==> config.mk <==
export PLATFORM = sky130hd
export DESIGN_NAME = div_unit
export DESIGN_NICKNAME = d
export VERILOG_FILES = /design/src/rtl/div_unit.sv
export SDC_FILE = /design/constraint.sdc
export NUM_CORES = 1
export LEC_CHECK = 0
export CAP_MARGIN = 20
export CORE_ASPECT_RATIO = 1.1
export CORE_MARGIN = 3
export CORE_UTILIZATION = 63
export CTS_CLUSTER_DIAMETER = 60
export DETAILED_ROUTE_END_ITERATION = 10
export PLACE_DENSITY = 0.87
export SETUP_SLACK_MARGIN = 0.4
export SYNTH_ARGS = -nofsm -noshare
export SYNTH_HDL_FRONTEND = slang
export SYNTH_SLANG_ARGS = --single-unit
==> constraint.sdc <==
create_clock -name clk -period 8.64 [get_ports clk]
set_clock_uncertainty 0.1 [all_clocks]
set_input_delay 0.864 -clock clk [delete_from_list [all_inputs] [get_ports clk]]
set_output_delay 0.864 -clock clk [all_outputs]
set_load 0.05 [all_outputs]
==> src/rtl/div_unit.sv <==
// Iterative 64-bit restoring divider for RV64M DIV/DIVU/REM/REMU, one quotient bit per cycle.
// Optional build macro DIV_EARLY_OUT_EN: divide-by-zero and signed overflow finish at the accepting edge.
module div_unit #(
   parameter int XLEN = 64
) (
   input  logic            clk,
   input  logic            rst_n,
   input  logic            start,
   input  logic [1:0]      op,
   input  logic [XLEN-1:0] rs1,
   input  logic [XLEN-1:0] rs2,
   output logic            busy,
   output logic            done,
   output logic [XLEN-1:0] result
);

   localparam int CW = $clog2(XLEN);

   typedef enum logic [1:0] {IDLE, CALC, FIN} state_t;

   state_t          state_q;
   logic            busy_q, done_q, is_rem_q, neg_q_q, neg_r_q;
   logic [CW-1:0]   cnt_q;
   logic [XLEN:0]   rem_q;
   logic [XLEN-1:0] quo_q, dvs_q, result_q;

   logic            signed_op, rs1_neg, rs2_neg, div_zero, trial_ok;
   logic [XLEN-1:0] rs1_mag, rs2_mag, quo_d, fin_sel, fin_val;
   logic [XLEN+1:0] rem_shift;
   logic [XLEN:0]   diff, rem_d;
   logic            fin_neg;

   assign signed_op = ~op[0];
   assign rs1_neg   = signed_op & rs1[XLEN-1];
   assign rs2_neg   = signed_op & rs2[XLEN-1];
   assign rs1_mag   = rs1_neg ? -rs1 : rs1;
   assign rs2_mag   = rs2_neg ? -rs2 : rs2;
   assign div_zero  = (rs2 == '0);

   // Shift {rem, quo} left one place and trial-subtract the divisor magnitude.
   assign rem_shift = {rem_q, quo_q[XLEN-1]};
   assign trial_ok  = (rem_shift >= {2'b00, dvs_q});
   assign diff      = rem_shift[XLEN:0] - {1'b0, dvs_q};
   assign rem_d     = trial_ok ? diff : rem_shift[XLEN:0];
   assign quo_d     = {quo_q[XLEN-2:0], trial_ok};

   assign fin_sel   = is_rem_q ? rem_q[XLEN-1:0] : quo_q;
   assign fin_neg   = is_rem_q ? neg_r_q : neg_q_q;
   assign fin_val   = fin_neg ? -fin_sel : fin_sel;

`ifdef DIV_EARLY_OUT_EN
   logic            ovf;
   logic [XLEN-1:0] special_val;
   assign ovf = signed_op && (rs1 == {1'b1, {(XLEN-1){1'b0}}}) && (rs2 == '1);
   assign special_val = op[1] ? (div_zero ? rs1 : '0)
                              : (div_zero ? '1  : {1'b1, {(XLEN-1){1'b0}}});
`endif

   always_ff @(posedge clk or negedge rst_n) begin
      if (!rst_n) begin
         state_q  <= IDLE;
         busy_q   <= 1'b0;
         done_q   <= 1'b0;
         result_q <= '0;
         is_rem_q <= 1'b0;
         neg_q_q  <= 1'b0;
         neg_r_q  <= 1'b0;
         cnt_q    <= '0;
         rem_q    <= '0;
         quo_q    <= '0;
         dvs_q    <= '0;
      end else begin
         done_q <= 1'b0;
         case (state_q)
            IDLE: begin
               if (start) begin
`ifdef DIV_EARLY_OUT_EN
                  if (div_zero || ovf) begin
                     result_q <= special_val;
                     done_q   <= 1'b1;
                  end else
`endif
                  begin
                     is_rem_q <= op[1];
                     quo_q    <= rs1_mag;
                     dvs_q    <= rs2_mag;
                     // A zero divisor yields all-ones quotient, never sign corrected;
                     // the remainder negation naturally restores rs1.
                     neg_q_q  <= (rs1_neg ^ rs2_neg) & ~div_zero;
                     neg_r_q  <= rs1_neg;
                     rem_q    <= '0;
                     cnt_q    <= '0;
                     busy_q   <= 1'b1;
                     state_q  <= CALC;
                  end
               end
            end
            CALC: begin
               rem_q <= rem_d;
               quo_q <= quo_d;
               cnt_q <= cnt_q + CW'(1);
               if (cnt_q == CW'(XLEN-1)) state_q <= FIN;
            end
            FIN: begin
               result_q <= fin_val;
               done_q   <= 1'b1;
               busy_q   <= 1'b0;
               state_q  <= IDLE;
            end
            default: state_q <= IDLE;
         endcase
      end
   end

   assign busy   = busy_q;
   assign done   = done_q;
   assign result = result_q;

endmodule

== Word-level counts from Yosys, hierarchy flattened ==
Cells that the tools add are included.

* Flip-flop bits (word level): 270
* Output and inout port bits: 66

* Add/sub/neg operators: 5
* $lt $le $gt $ge: 1
* Equality and inequality tests: 5
* Mux-type cells: 18
* Bitwise operators: 6
* Reduce and logical (&&, ||, !) cells: 8

{| class="wikitable"
|+ Operators with widths
! operator !! count
|-
| $mux 64 || 5
|-
| $neg 64->64 || 3
|-
| $mux 65 || 2
|-
| $pmux 65 s2 || 1
|-
| $pmux 64 s2 || 1
|-
| $ge 66x64->1 || 1
|-
| $sub 65x64->65 || 1
|-
| $logic_not 64->1 || 1
|-
| $pmux 6 s2 || 1
|-
| $reduce_and 2->1 || 4
|-
| $add 6x1->6 const B || 1
|-
| $eq 6x6->1 const B || 1
|-
| $mux 6 || 1
|-
| $mux 2 || 2
|-
| $ne 2x2->1 const B || 2
|-
| $pmux 2 s2 || 1
|-
| $reduce_bool 2->1 || 2
|-
| $and 1x1->1 || 3
|-
| $mux 1 || 3
|-
| $eq 2x1->1 const B || 1
|-
| $eq 2x2->1 const B || 1
|-
| $logic_not 2->1 || 1
|-
| $not 1->1 || 2
|-
| $pmux 1 s2 || 1
|-
| $xor 1x1->1 || 1
|}

== Longest topological paths before layout ==
* Word-level depth: 5
* Gate-level depth with buffers: 21
* Gate-level depth less buffers: 13

== Worst setup path after synthesis ==
OpenSTA, ideal clock, no wires.

* Path type: reg-to-reg
* Start point: register is_rem_q
* End point: register result_q[54] (netlist: result[54])
* Setup time: 0.130 ns
* Data arrival time: 4.776 ns
* Required time: 8.410 ns
* Path slack: 3.634 ns
* Cell stages (with the launch flop): 22
* Path buffers: 10
* Period minus slack after synthesis: 5.006 ns
* Path through: dfrtp_1 > buf_6 > buf_6 > buf_6 > buf_6 > buf_2 > buf_2 > buf_2 > buf_2 > buf_4 > buf_2 > mux2i_1 > ha_1 > o221ai_2 > nor4_4 > o2111ai_2 > nor4b_4 > nand4bb_1 > or4_4 > o31ai_4 > xnor2_1 > o21ai_1

* Word-level cells in the longest chain between the ends: 3
* Elaborated cells on any way between the ends: 4
* Classes of those cells: 1 x add/sub; 3 x mux

{| class="wikitable"
|+ Ends and longest elaborated chain
! what !! line !! source
|-
| start: declaration || 22 || <nowiki>logic busy_q, done_q, is_rem_q, neg_q_q, neg_r_q;</nowiki>
|-
| start signal: assignment || 84 || <nowiki>is_rem_q <= op[1];</nowiki>
|-
| $mux 64 || 47 || <nowiki>assign fin_sel = is_rem_q ? rem_q[XLEN-1:0] : quo_q;</nowiki>
|-
| $neg 64->64 || 49 || <nowiki>assign fin_val = fin_neg ? -fin_sel : fin_sel;</nowiki>
|-
| $mux 64 (*) || 49 ||
|-
| end signal: assignment || 105 || <nowiki>result_q <= fin_val;</nowiki>
|-
| end: declaration || 25 || <nowiki>logic [XLEN-1:0] quo_q, dvs_q, result_q;</nowiki>
|}

Every way passes the cells marked *; elsewhere a longest branch is shown, timed or not.
A chain may end at the register's enable or synchronous reset.

== Worst setup path after layout ==
* Start point: register is_rem_q
* End point: register result_q[63] (netlist: result[63])

The elaborated chain is that of the path after synthesis.

==> impl_results.md <==
- Starting Density: 64.9%
- Vias per cell: 6.31
- GP Congestion: 0.975
- Ys async rst share: 100%
- Slew margin rel.: 25.7%
- Die extent in x: 176 µm
- Final hold violation count: 0
- Pwr dens: 358 nW/µm²
- Switching share of power: 46.7%
- Clk buf depth: 3
- Worst R2R Path Depth: 11
- Core area: 30,800 µm²
- WHS: 0.236 ns
- Mapped Cells: 2,466
- Register area: 6760 µm²
- Area grow syn2layout: 15.9%
- Max Transition Viols Final: 0
- Vias in the first global route: 17,900
- Clk pwr share: 16.6%
- CP Max Fanout: 85
- Post-CTS setup repair buffer count: 0
- Placed cell count: 2,950
- Filler Cells Inserted: 2,349
- CTS Hold Buffers Added: 0
- Critical path data arrival time: 5.11 ns
- Power Internal: 4420 µW
- Final period util: 55.4%
- RSZ-0062 raised after global routing: no
- DR pass1 iterations: 6
- Largest net degree at the start of global routing: 162
- Global route overflow: 0
- HPWL Detailed: 44.5 mm
- Fmax: 209 MHz
- Reg2reg end: result[63]
- Main combinational cell family by area after synthesis: compound AO/OA/AOI/OAI gates
- Clk sinks: 270
- Combinational Power Share: 55.7%
- Syn Nets: 2,668
- CP required: 8.97 ns
- Post-Route WL: 60.3 mm
- Routed via count: 19,000
- Initial antenna violation count: 2
- Io pins: 199
- Multi-input gate area in the final layout: 12,300 µm²
- Mapped Avg Cell Area: 8.11 µm²
- EDFF count, synth: 0
- CTS root buf: clkbuf_16
- Worst setup EP type: flop
- Distinct cells, synth: 80
- Fraction of layout cells with a size suffix above 1: 4.51%
- DR iter-0 viols: 2,144
- Clk slew on worst S/H paths: 0.06 ns
- CTS Buf Count: 30
- Status: complete, no violations
- Global Route Usage Sum: 34.5%
- Synth Area in Compound Gates: 23.5%
- Flop pwr share: 27.7%
- Worst r2r src: is_rem_q
- Ys flop type: dfrtp_1
- Register area share after synthesis: 33.8%
- CP Launch Type: flop
- Drc violations: 0
- Number of cell rows: 67
- Ys Warns: 0
- Max cap viols: 0
- Biggest area consumer among synthesized cells: dfrtp_1
- Worst VDD drop: 0.197 mV
- Synth top area share: 33.8%
- Synth Register Bits: 270
- Post-route insts no fill: 3,008
- Port bufs: 198
- Register-to-register path setup slack: 3.86 ns
- Mapped cell area: 20,000 µm²
- DIE AREA: 33,900 µm²
- Post-DR wirelength/cell: 20.1 µm
- Post-route ant nets: 0
- Setup TNS: 0 ns
- Post-synthesis xor/xnor area fraction: 10.8%
- Switching Power: 3870 µW
- Synth Area in Simple Gates: 17.6%
- Min Tclk post-route: 4.78 ns
- Crit path kind: reg -> reg
- Slew @ Worst Pin: 1.11 ns
- P_leak: 0.00978 µW
- Setup violators final: 0
- CTS tree: built
- Die height: 193 µm
- Proportion of synthesized area in mux cells: 5.05%
- Latest clock arrival within the worst-skew pair: 0.58 ns
- Gates resized, CTS repair: 0
- H-tree levels: 1
- Fin nets: 2,771
- First-pass GRT wire length: 95.3 mm
- HP Class: in -> async
- Post-Synth Adder-Cell Area: 4.35%
- Main area contributors after synthesis: dfrtp_1 34%, o21ai_0 7.8%, xnor2_1 7.1%
==> layout by cell type (no fill, tap or decap), drive strengths merged, types with 42 or more instances in the layout <==
cell type        n
inv            107
a21oi          188
nor2           155
dfrtp          270
ha              68
clkbuf          42
xor2            84
xnor2          162
o22ai           44
a22oi           45
mux2i           94
o21ai          327
clkdlybuf4s50  197
nand2          329
nor3            73
==> state kept, by name, indices dropped and copies added (netlist names) <==
name      count
is_rem_q      1
neg_q_q       1
done          1
state_q       2
busy          1
result       64
rem_q        65
cnt_q         6
dvs_q        64
quo_q        64
neg_r_q       1
==> worst max path at each step <==
| stage | from | to | depth (start not counted) |
|---|---|---|---|
| final | is_rem_q | result[63] | 11 |
| after CTS | is_rem_q | result[63] | 11 |
| after detailed placement | is_rem_q | result[63] | 11 |
| after global placement | is_rem_q | result[59] | 11 |
| after global routing | is_rem_q | result[63] | 11 |
| after floorplan | is_rem_q | result[54] | 21 |
==> metal layers <==
layer  vias up  wire length [µm]  track usage (%)
li1       8955                 -                -
met1      8977             26000             50.2
met2       929             27000             54.5
met3       111              5720             4.68
met4         0              1590             9.56
met5         -                 0                0
==> cells in the mapped netlist (all sizes together), types with 32 or more instances <==
library cell and number:
xor2 84, o22ai 44, a21oi 188, a22oi 45
dfrtp 270, clkbuf 108, mux2i 94, inv 105
o31ai 32, ha 68, buf 34, nand2 329
a21o 41, nor2 155, nor3 73, xnor2 162
o21ai 327
==> per-stage QoR <==
stage	total power (µW)	area, µm²	worst slack, ns	utilization (%)
after CTS	8180	23200	3.97	75.1
final	8300	23200	3.86	75.2
after global routing	8900	23200	3.59	75.2
after detailed placement	6770	22100	4.01	71.6
after floorplan	5550	20000	3.63	-
after global placement	6620	22100	4.06	71.6
==> cell type report <==
class,instances,area share [%]
multi-input cells,1949,53.1
diodes,2,0.0216
flip-flops and latches,270,29.2
clock buffers,42,3.83
repair buffers,213,9.19
inverters,105,1.70
well taps,414,2.23
clock inverters,13,0.799
==> worst max-delay path, cell delays in order, from the launching register on <==
cell and delay [ns]:
dfrtp_4 0.82, buf_4 0.94, nor3b_1 0.43, o22ai_1 0.17, or4_1 0.64, nor3_4 0.36, and4_1 0.32, and2_2 0.23
nand3_2 0.12, o21ai_1 0.21, xnor2_1 0.17, o21ai_1 0.09
==> cell families after synthesis <==
kind of cell             Yosys count
AO/OA/AOI/OAI                    793
XOR/XNOR                         246
adder cells (fa/ha/maj)           69
buffers and inverters            247
flip-flops                       270
multiplexers                      99
AND/OR/NAND/NOR                  742
==> power by group through the flow <==
| stage | Sequential (µW) | Combinational (µW) | Clock [µW] |
|---|---|---|---|
| finish | 2300 | 4620 | 1370 |
| global placement | 2240 | 4380 | 0 |
| global route | 2330 | 5130 | 1440 |
| CTS | 2250 | 4540 | 1380 |
| floorplan | 1980 | 3570 | 0 |
| detailed placement | 2270 | 4500 | 0 |
(Power assumes the default switching activity.)
